## src/rtl/bus_arb_pkg.sv

```systemverilog
// Shared types for the split-capable bus arbiter: FSM states and initiator identifiers.
package bus_arb_pkg;

  typedef enum logic [1:0] {
    IDLE        = 2'd0,
    GRANT_M1    = 2'd1,
    GRANT_M2    = 2'd2,
    SPLIT_GRANT = 2'd3
  } arb_state_t;

  typedef enum logic {
    M1 = 1'b0,
    M2 = 1'b1
  } master_id_t;

  function automatic master_id_t other_master(input master_id_t id);
    return (id == M1) ? M2 : M1;
  endfunction

endpackage

```

## src/rtl/split_timeout_counter.sv

```systemverilog
// Ages an outstanding split; expired is a combinational pulse on the cycle the
// SPLIT_TIMEOUT-th counted cycle is sampled, and the count restarts from zero.
module split_timeout_counter #(
  parameter int SPLIT_TIMEOUT = 255
) (
  input  logic clk,
  input  logic rst,
  input  logic enable,
  input  logic clear,
  output logic expired
);

  localparam int CW = $clog2(SPLIT_TIMEOUT + 1);
  localparam logic [CW-1:0] LAST_COUNT = CW'(SPLIT_TIMEOUT - 1);

  logic [CW-1:0] count_q, count_d;

  // clear has priority so a split_req arriving on the final cycle suppresses expiry
  always_comb begin
    expired = enable && !clear && (count_q == LAST_COUNT);
    count_d = count_q;
    if (clear || expired) begin
      count_d = '0;
    end else if (enable) begin
      count_d = count_q + 1'b1;
    end
  end

  always_ff @(posedge clk) begin
    if (rst) begin
      count_q <= '0;
    end else begin
      count_q <= count_d;
    end
  end

endmodule

```

## src/rtl/split_bus_arbiter.sv

```systemverilog
// Two-initiator round-robin bus arbiter that parks a split owner and hands the
// bus to the split target port when it asks to return data.
module split_bus_arbiter
  import bus_arb_pkg::*;
#(
  parameter int SPLIT_TIMEOUT = 255
) (
  input  logic clk,
  input  logic rst,
  input  logic req_m1,
  input  logic req_m2,
  input  logic split_ack,
  input  logic split_req,
  output logic grant_m1,
  output logic grant_m2,
  output logic split_grant,
  output logic msel,
  output logic bus_busy,
  output logic split_timeout
);

  arb_state_t state_q, state_d;
  master_id_t last_q, last_d;
  master_id_t split_owner_q, split_owner_d;
  logic       split_pending_q, split_pending_d;

  logic grant_m1_q, grant_m1_d;
  logic grant_m2_q, grant_m2_d;
  logic split_grant_q, split_grant_d;
  logic msel_q, msel_d;
  logic bus_busy_q, bus_busy_d;
  logic split_timeout_q;

  logic elig_m1, elig_m2;
  logic tmo_enable, tmo_clear, tmo_expired;

  assign tmo_enable = split_pending_q && (state_q != SPLIT_GRANT);
  assign tmo_clear  = split_req || (state_q == SPLIT_GRANT);

  split_timeout_counter #(
    .SPLIT_TIMEOUT(SPLIT_TIMEOUT)
  ) u_timeout (
    .clk    (clk),
    .rst    (rst),
    .enable (tmo_enable),
    .clear  (tmo_clear),
    .expired(tmo_expired)
  );

  // The parked split owner is masked out until its split completes or times out
  assign elig_m1 = req_m1 && !(split_pending_q && (split_owner_q == M1));
  assign elig_m2 = req_m2 && !(split_pending_q && (split_owner_q == M2));

  always_comb begin
    state_d         = state_q;
    last_d          = last_q;
    split_owner_d   = split_owner_q;
    split_pending_d = split_pending_q;

    unique case (state_q)
      IDLE: begin
        if (split_pending_q && split_req) begin
          state_d = SPLIT_GRANT;
        end else if (elig_m1 && elig_m2) begin
          last_d  = other_master(last_q);
          state_d = (last_q == M1) ? GRANT_M2 : GRANT_M1;
        end else if (elig_m1) begin
          last_d  = M1;
          state_d = GRANT_M1;
        end else if (elig_m2) begin
          last_d  = M2;
          state_d = GRANT_M2;
        end
      end
      GRANT_M1: begin
        if (split_ack && !split_pending_q) begin
          split_pending_d = 1'b1;
          split_owner_d   = M1;
          state_d         = IDLE;
        end else if (!req_m1) begin
          state_d = IDLE;
        end
      end
      GRANT_M2: begin
        if (split_ack && !split_pending_q) begin
          split_pending_d = 1'b1;
          split_owner_d   = M2;
          state_d         = IDLE;
        end else if (!req_m2) begin
          state_d = IDLE;
        end
      end
      SPLIT_GRANT: begin
        if (!split_req) begin
          split_pending_d = 1'b0;
          state_d         = IDLE;
        end
      end
      default: state_d = IDLE;
    endcase

    if (tmo_expired) begin
      split_pending_d = 1'b0;
    end
  end

  // Outputs are decoded from the next state so every grant changes on the deciding edge
  always_comb begin
    split_grant_d = (state_d == SPLIT_GRANT);
    grant_m1_d    = (state_d == GRANT_M1) || (split_grant_d && (split_owner_d == M1));
    grant_m2_d    = (state_d == GRANT_M2) || (split_grant_d && (split_owner_d == M2));
    msel_d        = grant_m2_d;
    bus_busy_d    = grant_m1_d || grant_m2_d || split_grant_d;
  end

  always_ff @(posedge clk) begin
    if (rst) begin
      state_q         <= IDLE;
      last_q          <= M2;
      split_owner_q   <= M1;
      split_pending_q <= 1'b0;
      grant_m1_q      <= 1'b0;
      grant_m2_q      <= 1'b0;
      split_grant_q   <= 1'b0;
      msel_q          <= 1'b0;
      bus_busy_q      <= 1'b0;
      split_timeout_q <= 1'b0;
    end else begin
      state_q         <= state_d;
      last_q          <= last_d;
      split_owner_q   <= split_owner_d;
      split_pending_q <= split_pending_d;
      grant_m1_q      <= grant_m1_d;
      grant_m2_q      <= grant_m2_d;
      split_grant_q   <= split_grant_d;
      msel_q          <= msel_d;
      bus_busy_q      <= bus_busy_d;
      split_timeout_q <= tmo_expired;
    end
  end

  assign grant_m1      = grant_m1_q;
  assign grant_m2      = grant_m2_q;
  assign split_grant   = split_grant_q;
  assign msel          = msel_q;
  assign bus_busy      = bus_busy_q;
  assign split_timeout = split_timeout_q;

endmodule

```

## config.mk

```make
export PLATFORM = sky130hd
export DESIGN_NAME = split_bus_arbiter
export DESIGN_NICKNAME = d
export VERILOG_FILES = /design/src/rtl/bus_arb_pkg.sv /design/src/rtl/split_timeout_counter.sv /design/src/rtl/split_bus_arbiter.sv
export SDC_FILE = /design/constraint.sdc
export NUM_CORES = 1
export LEC_CHECK = 0
export BUFFER_PORTS_ARGS = -buffer_cell sky130_fd_sc_hd__buf_2
export CAP_MARGIN = 20
export CORE_MARGIN = 4
export CORE_UTILIZATION = 40
export CTS_CLUSTER_DIAMETER = 200
export DETAILED_ROUTE_END_ITERATION = 7
export PLACE_DENSITY_LB_ADDON = 0.08
export SLEW_MARGIN = 0
export SYNTH_ARGS = -nofsm -noshare
export SYNTH_HDL_FRONTEND = slang
export SYNTH_SLANG_ARGS = --single-unit
```

## constraint.sdc

```tcl
create_clock -name clk -period 2.3 [get_ports clk]
set_input_delay 0.115 -clock clk [delete_from_list [all_inputs] [get_ports clk]]
set_output_delay 0.115 -clock clk [all_outputs]
set_load 0.005 [all_outputs]
```

==> Yosys cells after proc, flatten, opt, wreduce, memory -nomap -nowiden <==
Cells that the tools add are included.
{ "classes": {"addsub": 1, "n_eq_ne": 10, "mux": 21, "bitwise_logic": 3, "n_reduce_logical": 30} }
{ "op_table": {"columns": ["cell", "count"], "rows": [
  ["2-bit two-way mux", 10],
  ["1-bit logical AND", 12],
  ["8-bit by 1-bit adder with 8-bit output, second input constant", 1],
  ["2-bit == test, second input constant", 4],
  ["8-bit == test, second input constant", 1],
  ["1-bit two-way mux", 8],
  ["2-bit one-hot mux with 4 select lines", 1],
  ["1-bit logical OR", 6],
  ["3-bit AND reduction", 2],
  ["2-bit OR reduction", 3],
  ["2-bit by 1-bit == test with 1-bit output, second input constant", 2],
  ["1-bit zero test", 4],
  ["2-bit inequality test, second input constant", 2],
  ["1-bit one-hot mux with 2 select lines", 2],
  ["1-bit inverter", 3],
  ["3-bit nonzero test", 1],
  ["2-bit zero test", 1],
  ["2-bit by 1-bit inequality test with 1-bit output, second input constant", 1],
  ["2-bit nonzero test", 1]
]} }
{ "totals": {"regBits": 18, "input_bits": 6, "out_inout_bits": 6} }

==> Depth between registers and ports, before layout <==
Gate-level depths: netlist of run 1.
{ "logic_depth": {"depth_word": 13, "depth_mapped": 7, "ltp_nobuf": 6} }

==> Hierarchy <==
From an unflattened synthesis of run 1, not the netlist that was laid out.
{ "unflattened": {"cells_unflattened": 110, "hier_area_um2": 989.7} }
{ "modules_own_cells": {"columns": ["mod", "n_inst", "cells_per_inst", "area_per_inst_um2"], "rows": [
  ["split_bus_arbiter", 1, 66, 596.8],
  ["split_timeout_counter", 1, 44, 392.9]
]} }

==> Worst setup path before layout of run 1 <==
Ideal clock, no wire load.
{ "synth_path": {"path_kind": "register -> register", "from": "register u_timeout.count_q[0]", "to": "register u_timeout.count_q[1]", "arrival_ns": 1.448, "t_required_ns": 2.214, "path_slack_ns": 0.767, "stages_incl_launch_ff": 8, "synth_period_minus_slack_ns": 1.533, "cell_sequence": "dfxtp_1 inv_1 ha_1 nand4_1 nor4_1 or4_1 buf_2 a211oi_1"} }
{ "synth_via": {"elab_chain_len": 4, "word_cells_on_any_way": 5, "cone_classes": "add/sub (1); eq/ne (1); reduce/logical (3)"} }
{ "synth_lines": {"columns": ["item", "line_no", "source"], "rows": [
  ["start: declaration", "split_timeout_counter.sv:16", "logic [CW-1:0] count_q, count_d;"],
  ["start signal: assignment", "split_timeout_counter.sv:33", "count_q <= count_d;"],
  ["parallel branches: the longest is 4 deep, another holds 8-bit by 1-bit adder with 8-bit output", null, null]
]} }
Parallel ways; which one is timed is not known.
A chain may end at the register's enable or synchronous reset.

==> Worst setup path after layout of run 1 <==
Ends and elaborated chain as after synthesis.

==> metrics.txt, run 1 <==
status=completed; synth unique cells=41; Fill cells=227; NetSw=0.0004393 W; dpl hpwl=1401 um; FFs w/ async S/R, synth=0; htree depth=1; syn_area_per_cell=9.086 sq um; crit path kind=reg2reg; max cap viols=0; Worst Tran Pin Value=468.0 ps; WP buf/inv=1; Syn Inst Count=107; total inserted antenna cells=0; critical path, cell by cell=inv_1 > ha_1 > nand4_1 > nor4_1 > or4_1 > a211oi_1; pre-CTS setup slack=595.1 ps; CP required=2520 ps; top cells by area, synth=dfxtp_1, ha_1, nor2_1; layout overhead on the synthesized area=10.04%; total CTS buffers=3; Compound-Gate Fraction of Synth Area=0.2021; Tmin final=1720 ps; die width=57.30 um; Routed Wire Length=1824 um; Top delay family on crit path=simple AND/OR/NAND/NOR gates; met2 Usage GRT=0.2072; vias in the first global route=766; initial antenna violation count=0; gr ovfl total=0; post-synthesis xor/xnor area fraction=0.04505; GR Util met1=0.1376; dpl cells=142; Ys Warns=0; # resized after CTS=0; sequential power share=0.408; Post-synth EDFFs=0; highest clock rate=581.3 MHz; most frequent cell after synthesis=dfxtp_1; multiplexer share of the synthesized area=0.01030; Synth Area in Simple Gates=0.2175; DR WL/cell=12.49 um; Worst Setup End Kind=flop; RSZ-0062 raised after global routing=false; Max-slew headroom=0.6852; I/O Pins=12; # rows=17; largest fanout on the critical path=8; first-pass GRT wire length=3201 um; Post-CTS Setup Repair Bufs=0; clock transition at the registers of the reported paths=110 ps; Combinational Power Share=0.416; flops & latches, synth=18; area leader, netlist=dfxtp_1; final hold vios=0; largest net degree at the start of global routing=13; multi-input logic area=549.3 sq um; Initial Util=0.4312; share of the synthesized area in the top cell type=0.3707; Port Buffers=11; number of hold buffers added after CTS=0; core area=0.002255 sq mm; share of layout cells above drive strength 1=0.1949; Pre-antenna DRT Iters=4; pwr dens=1054 mW/mm^2; Residual DRC=0; die height=57.30 um; Seq/Total Area, Yosys=0.3707; largest family of logic cells by synthesized area=simple AND/OR/NAND/NOR gates; Worst IR Drop VDD=524.8 uV; Slew Viols, Final=0; Cell Area, Synth=972.2 sq um; power share of the clock group=0.176; switching share of power=0.3898; register area=360.3 sq um; Via Count=783; Synth Area in Adders=0.09009; setup ws final=579.9 ps; vias per cell=5.363; non-filler instance count after layout=146; Tcrit/Tclk final=0.7479; Max stage delay on crit path=570 ps; internal cell power=0.0006878 W; worst hold path class=in2reg; Startpoint Class=flop; root buf cell=clkbuf_4; Placer Congestion=0.7952; DRT iter0 DRCs=12; GRT Total Usage=0.1239; met3 Resource Use GR=0.03394; die area=0.003283 sq mm; clk buf depth=2; Setup TNS=0 ps; antenna-violating nets left=0; latest clock arrival within the worst-skew pair=300 ps; slowest CP cell=or4_1; grt peak-use layer=met2; clock sinks=18; CTS tree=done; leakage power=0.4516 nW; CP arrival=1940 ps; Post-layout nets=132; setup violators final=0; clock skew=8.097 ps; top_reg_cell synth=dfxtp_1; Net Count, Synth=120; Synth top cells by count=dfxtp_1, nor2_1, inv_1, nand2_1, ha_1
## layout by cell type (no fill, tap or decap), types with 2 or more instances in the layout
master / instances
a31oi_1: 2
nand2_1: 8
clkbuf_4: 3
a21oi_1: 4
or3_1: 2
o21ai_0: 3
inv_1: 9
nor2_1: 11
buf_2: 11
a22oi_1: 2
xor2_1: 4
nand4_1: 3
nand3_1: 5
dfxtp_1: 18
ha_1: 7
nand2b_1: 2
## layout make-up
type,instances,area share
multi-input combinational,76,0.5134
clock buffer,4,0.03392
sequential,18,0.3368
timing repair buffer,11,0.05146
tap,28,0.03275
inverter,9,0.03158
## sequential cells by signal, indices dropped and copies added (netlist names)
| register | flops |
|---|---|
| state_q | 2 |
| split_owner_q | 1 |
| last_q | 1 |
| u_timeout.count_q | 8 |
| grant_m1 | 1 |
| split_pending_q | 1 |
| split_grant | 1 |
| split_timeout | 1 |
| bus_busy | 1 |
| msel | 1 |
## cells by family after synthesis
kind of cell | count (synthesis)
multiplexers | 1
XOR/XNOR | 5
AND/OR/NAND/NOR | 39
buffers and inverters | 13
flip-flops | 18
adder cells (fa/ha/maj) | 7
AO/OA/AOI/OAI | 24
## per-stage QoR
stage | util | power, W | area [sq um] | hold slack, ps
after floorplan | - | 0.0008448 | 972.2 | 337.0
after global placement | 0.4584 | 0.0009383 | 1033 | 413.8
after detailed placement | 0.4584 | 0.0009397 | 1033 | 421.9
after CTS | 0.4745 | 0.001143 | 1070 | 101.4
after global routing | 0.4745 | 0.001216 | 1070 | 113.5
final | 0.4745 | 0.001127 | 1070 | 109.8
## per-layer routing
metal	up-vias	wire length [um]
met5	-	0
met4	0	34
met3	4	63
met2	18	910
met1	363	815
li1	398	-
## power groups by stage
| stage | clock, W | combinational (W) | sequential, W |
|---|---|---|---|
| floorplan | 0 | 0.000405 | 0.000440 |
| global placement | 0 | 0.000470 | 0.000468 |
| detailed placement | 0 | 0.000473 | 0.000467 |
| CTS | 0.000208 | 0.000475 | 0.000459 |
| global route | 0.000216 | 0.000529 | 0.000471 |
| finish | 0.000198 | 0.000469 | 0.000460 |
## worst paths after layout
kind / from / endpoint / slack [ps] / cells past startpoint
worst max-delay path: u_timeout.count_q[0]$_SDFFE_PP0P_ / u_timeout.count_q[1]$_SDFFE_PP0P_ / 580 / 6
worst min-delay path: rst / split_owner_q$_SDFF_PP0_ / 110 / 2
worst max register to register: u_timeout.count_q[0]$_SDFFE_PP0P_ / u_timeout.count_q[1]$_SDFFE_PP0P_ / 580 / 6
worst min register to register: u_timeout.count_q[7]$_SDFFE_PP0P_ / u_timeout.count_q[7]$_SDFFE_PP0P_ / 510 / 2
Note: power is estimated with default switching activity, not from simulation.
==> run 2: changes to the inputs <==
ABC_AREA = 1   (was default)
clock period = 1.8 ns   (was 2.3 ns; I/O delays follow)
==> run 2 against run 1 <==
  * First-iteration DRC count increased by 92%
  * Fmax increased by 11%
  * Flip-flop and latch count unchanged
  * Cell count increased by 27%
  * Sequential power increased by 23%
  * Design area increased by 6.9%
  * Clock-buffer cell count decreased by 1
  * Critical path depth unchanged
  * Via count increased by 16%
  * Sequential share of layout area decreased by 2.2 points
  * Synthesized area increased by 5.5%
  * Largest power group unchanged
==> metrics.txt, run 2 <==
CTS tree=done; Cell Area, Synth=0.001026 sq mm (+5.5%); non-filler instance count after layout=185 (+27%); DRT iter0 DRCs=23 (+11); die width=58.65 um (+2.3%); Top Registers=u_timeout.count_q: 8 flops, state_q: 2 flops; FFs w/ async S/R, synth=0 (unchanged); gr ovfl total=0 (unchanged); Residual DRC=0 (unchanged); Placer Congestion=0.8030 (+0.98%); top cells by area, synth=dfxtp_1, nand2_1, ha_1; Tmin final=1546 ps (-174.3 ps); Port Buffers=11 (unchanged); GRT Total Usage=0.1381 (+0.01416); root buf cell=clkbuf_4; flops & latches, synth=18 (unchanged); Net Count, Synth=154 (+28%); Post-layout nets=170 (+29%); DR WL/cell=10.87 um (-13%); latest clock arrival within the worst-skew pair=290 ps (about the same); share of layout cells above drive strength 1=0.1677 (-0.02717); final hold vios=0 (unchanged); top_reg_cell synth=dfxtp_1; most frequent cell after synthesis=nand2_1; Slew Viols, Final=0 (unchanged); clock sinks=18 (unchanged); area leader, netlist=dfxtp_1; status=completed; die height=58.65 um (+2.3%); most frequent cells in the layout=nand2_1, inv_1, dfxtp_1; Synth top cells by count=nand2_1, dfxtp_1, inv_1, nor2_1, nand3_1; clk buf depth=2 (unchanged); largest net degree at the start of global routing=10 (-3); # rows=18 (+1); leakage power=0.5656 nW (+25%); largest fanout on the critical path=8 (unchanged); initial antenna violation count=0 (unchanged); Syn Inst Count=141 (+32%); vias in the first global route=871 (+14%); Routed Wire Length=2011 um (+10%); CP required=2020 ps (-500 ps); die area=0.003439 sq mm (+4.7%); I/O Pins=12 (unchanged); worst hold path class=in2reg; clock skew=2.721 ps (-5.376 ps); max reg flops=8 (unchanged); crit path kind=reg2reg; Via Count=906 (+16%); max cap viols=0 (unchanged); first-pass GRT wire length=3663 um (+14%); RSZ-0062 raised after global routing=false; Startpoint Class=flop; Setup TNS=0 ps (unchanged); share of the synthesized area in the top cell type=0.3512 (-0.01944); Max-slew headroom=0.7547 (+0.06959); Worst IR Drop VDD=762.3 uV (+45%); antenna-violating nets left=0 (unchanged); Worst Tran Pin Value=366.9 ps (-101.1 ps); Initial Util=0.4179 (-0.01325); setup violators final=0 (unchanged); clock transition at the registers of the reported paths=100 ps (about the same); Seq/Total Area, Yosys=0.3512 (-0.01944); total CTS buffers=3 (unchanged); vias per cell=4.897 (-8.7%); Post-CTS Setup Repair Bufs=0 (unchanged); layout overhead on the synthesized area=11.46%; htree depth=1 (unchanged); core area=0.002455 sq mm (+8.9%); synth unique cells=25 (-39%); dpl hpwl=1587 um (+13%); Reg with most FFs=u_timeout.count_q; dpl cells=181 (+27%); syn_area_per_cell=7.276 sq um (-20%); commonest non-fill, non-tap cell in the layout=nand2_1; pwr dens=1206 mW/mm^2 (+14%); Pre-antenna DRT Iters=4 (unchanged); total inserted antenna cells=0 (unchanged); Ys Warns=0 (unchanged); Post-synth EDFFs=0 (unchanged); Worst Setup End Kind=flop; highest clock rate=646.9 MHz (+11%); CP arrival=1770 ps (-170 ps); Tcrit/Tclk final=0.8588 (+0.1109)
-- run 2: kinds of logic after synthesis --
kind of cell	share of synthesized area
simple gates	0.4037
buf+inv	0.08170
flops	0.3512
compound gates	0.04390
fa+ha+maj	0.08536
xor+xnor	0.03415
-- run 2: routing by layer --
metal | part of all wire | GRT usage
met1 | 0.53 | 0.1834
met2 | 0.41 | 0.2137
met3 | 0.050 | 0.03289
met4 | 0.0075 | 0.05825
met5 | 0 | 0
-- run 2: metrics by stage --
step	instance area, sq um	hold WS, ps	power, W	setup WS, ps	util
6_report	1144	180.4	0.001380	254.2	0.4659
3_5_place_dp	1111	285.7	0.001180	268.3	0.4526
4_1_cts	1144	169.4	0.001393	271.5	0.4659
2_1_floorplan	1026	162.4	0.001029	448.8	-
5_1_grt	1144	223.3	0.001516	68.28	0.4659
3_3_place_gp	1111	287.9	0.001178	304.0	0.4526
-- run 2: area by class of cell --
class,instances,area [sq um]
Clock buffer,3,22.52
Fill cell,241,1311
Inverter,20,76.32
Multi-Input combinational cell,102,581.8
Sequential cell,18,360.3
Tap cell,30,37.54
Timing Repair Buffer,12,65.06
-- run 2: power by group --
part	switching, W	total, W	internal, W	leakage, nW
sequential	0.0000789	0.000566	0.000487	0.147
clock	0.000124	0.000202	0.0000778	0.0138
combinational	0.000380	0.000612	0.000232	0.405
total	0.000583	0.00138	0.000796	0.566
-- run 2: worst max-delay path, stage by stage (launching register included) --
cell and delay, ps:
dfxtp_1 380, inv_1 120, ha_1 200, and3_1 170, nand4_1 100, nand3_1 290, a21oi_1 220
-- run 2: final timing paths --
path	startpoint	end	slack, ps	cells past startpoint
setup / recovery	u_timeout.count_q[0]$_SDFFE_PP0P_	u_timeout.count_q[1]$_SDFFE_PP0P_	250	6
hold reg to reg	last_q$_SDFFE_PP1P_	last_q$_SDFFE_PP1P_	480	2
hold / removal	split_req	split_pending_q$_SDFFE_PP0P_	180	3
setup reg to reg	u_timeout.count_q[0]$_SDFFE_PP0P_	u_timeout.count_q[1]$_SDFFE_PP0P_	250	6
-- run 2: timing repair --
action | 4_1_cts | 5_1_grt
gates resized for setup | 0 | 0
hold buffers | 1 | 0
hold endpoints to repair | 2 | 0
==> run 3: changes to the inputs <==
==> constraint.sdc (replaced) <==
create_clock -name clk -period 1.8 [get_ports clk]
set_input_delay 0.27 -clock clk [delete_from_list [all_inputs] [get_ports clk]]
set_output_delay 0.27 -clock clk [all_outputs]
set_load 0.005 [all_outputs]
==> run 3 against run 2 <==
  * Register-to-register slack about the same
  * Sequential share of layout area is 0.28 points higher
  * Combinational power is essentially flat
  * Die area unchanged
  * Total power shrank 0.11%
  * Clock skew hardly changed
  * Utilization down 0.41 points
  * Wire length shrank 0.20%
  * Cell count down 0.54%
  * Clock power hardly changed
  * Design area fell by 0.88%
  * Worst hold slack worse by 29 ps
  * Largest cell class unchanged
  * Highest routed layer unchanged
==> metrics.txt, run 3 (synthesis results as in run 2) <==
share of layout cells above drive strength 1=0.1688 (+0.001089); Slew Viols, Final=0 (unchanged); Max stage delay on crit path=380 ps (about the same); final hold vios=0 (unchanged); Post-CTS Setup Repair Bufs=0 (unchanged); Port Buffers=11 (unchanged); initial antenna violation count=0 (unchanged); pwr dens=1216 mW/mm^2 (+0.77%); # resized after CTS=0 (unchanged); root buf cell=clkbuf_4; Reg with most FFs=u_timeout.count_q; Routed Wire Length=2007 um (-0.20%); Tcrit/Tclk final=0.8588 (about the same); # rows=18 (unchanged); DRT iter0 DRCs=23 (unchanged); latest clock arrival within the worst-skew pair=290 ps (about the same); Max-slew headroom=0.7547 (unchanged); Tmin final=1546 ps (+0.04400 ps); Fill cells=242 (+0.41%); Startpoint Class=flop; CP required=2020 ps (about the same); total inserted antenna cells=0 (unchanged); max reg flops=8 (unchanged); vias per cell=4.913 (+0.32%); setup violators final=0 (unchanged); leakage power=0.5614 nW (-0.74%); htree depth=1 (unchanged); Residual DRC=0 (unchanged); commonest non-fill, non-tap cell in the layout=nand2_1; WP buf/inv=1 (unchanged); slowest CP cell=dfxtp_1; worst r2r src=u_timeout.count_q[0]$_SDFFE_PP0P_; clock sinks=18 (unchanged); CTS tree=done; Worst Hold Launch=rst; Top Registers=u_timeout.count_q: 8 flops, state_q: 2 flops; gr ovfl total=0 (unchanged); most frequent cells in the layout=nand2_1, inv_1, dfxtp_1; Setup TNS=0 ps (unchanged); die area=0.003439 sq mm (unchanged); number of hold buffers added after CTS=0 (-1); GRT Total Usage=0.1381 (unchanged); first-pass GRT wire length=3663 um (unchanged); clock transition at the registers of the reported paths=100 ps (about the same); Post-layout nets=169 (-0.59%); Top delay family on crit path=simple AND/OR/NAND/NOR gates; I/O Pins=12 (unchanged); Pre-antenna DRT Iters=4 (unchanged); vias in the first global route=864 (-0.80%); antenna-violating nets left=0 (unchanged); layout overhead on the synthesized area=10.49%; total CTS buffers=3 (unchanged); highest clock rate=646.9 MHz (about the same); core area=0.002455 sq mm (unchanged); largest net degree at the start of global routing=10 (unchanged); critical path, cell by cell=inv_1 > ha_1 > and3_1 > nand4_1 > nand3_1 > a21oi_1; R2R setup slack=250 ps (about the same); Placer Congestion=0.8030 (unchanged); Worst IR Drop VDD=762.3 uV (about the same); clock skew=2.574 ps (-0.1463 ps); critical path startpoint=u_timeout.count_q[0]$_SDFFE_PP0P_; worst hold path class=in2reg; die height=58.65 um (unchanged); Hold Slack=151.8 ps (-28.65 ps); Worst Setup End Kind=flop; RSZ-0062 raised after global routing=false; Initial Util=0.4179 (unchanged); clk buf depth=2 (unchanged); max cap viols=0 (unchanged); Via Count=904 (-0.22%); DR WL/cell=10.91 um (+0.34%); dpl hpwl=1587 um (unchanged); largest fanout on the critical path=8 (unchanged); crit path kind=reg2reg; register area=360.3 sq um (unchanged); Worst Tran Pin Value=366.9 ps (-0.0002384 ps); CP arrival=1770 ps (about the same); status=completed; multi-input logic area=581.8 sq um (unchanged); die width=58.65 um (unchanged)
## run 3: cell type report
type | count | share of cell area
timing repair buffer | 11 | 0.04857
tap | 30 | 0.03311
inverter | 20 | 0.06733
clock buffer | 3 | 0.01987
multi-input combinational | 102 | 0.5132
sequential | 18 | 0.3179
## run 3: metrics by stage
| step | total power (W) | setup WS, ps | std cells | cell area (sq um) | util |
|---|---|---|---|---|---|
| 2_1_floorplan | 0.001029 | 448.8 | 141 | 1026 | - |
| 3_5_place_dp | 0.001180 | 268.3 | 181 | 1111 | 0.4526 |
| 4_1_cts | 0.001392 | 271.5 | 184 | 1134 | 0.4618 |
| 5_1_grt | 0.001515 | 68.28 | 184 | 1134 | 0.4618 |
| 3_3_place_gp | 0.001178 | 304.0 | 181 | 1111 | 0.4526 |
| 6_report | 0.001378 | 254.1 | 184 | 1134 | 0.4618 |
## run 3: worst paths after layout
check,end,depth (start not counted)
worst min register to register,last_q$_SDFFE_PP1P_,2
worst min-delay path,split_owner_q$_SDFF_PP0_,2
worst max register to register,u_timeout.count_q[1]$_SDFFE_PP0P_,6
worst max-delay path,u_timeout.count_q[1]$_SDFFE_PP0P_,6
## run 3: routing by layer
metal	up-vias	share of wire	global-route usage
met3	2	0.047	0.03289
met4	0	0.0075	0.05825
met2	16	0.41	0.2137
met5	-	0	0
li1	474	-	-
met1	412	0.53	0.1834
## run 3: worst reg2reg max path: cells and delay by family (launching register included)
family	cells	cell delay, ps
simple gates	3	560
buf+inv	1	120
compound gates	1	220
flops	1	380
fa+ha+maj	1	200
## run 3: power by group
group	internal, W	total, W	switching (W)
Sequential	0.000487	0.000566	0.0000789
Combinational	0.000230	0.000610	0.000380
Clock	0.0000778	0.000202	0.000124
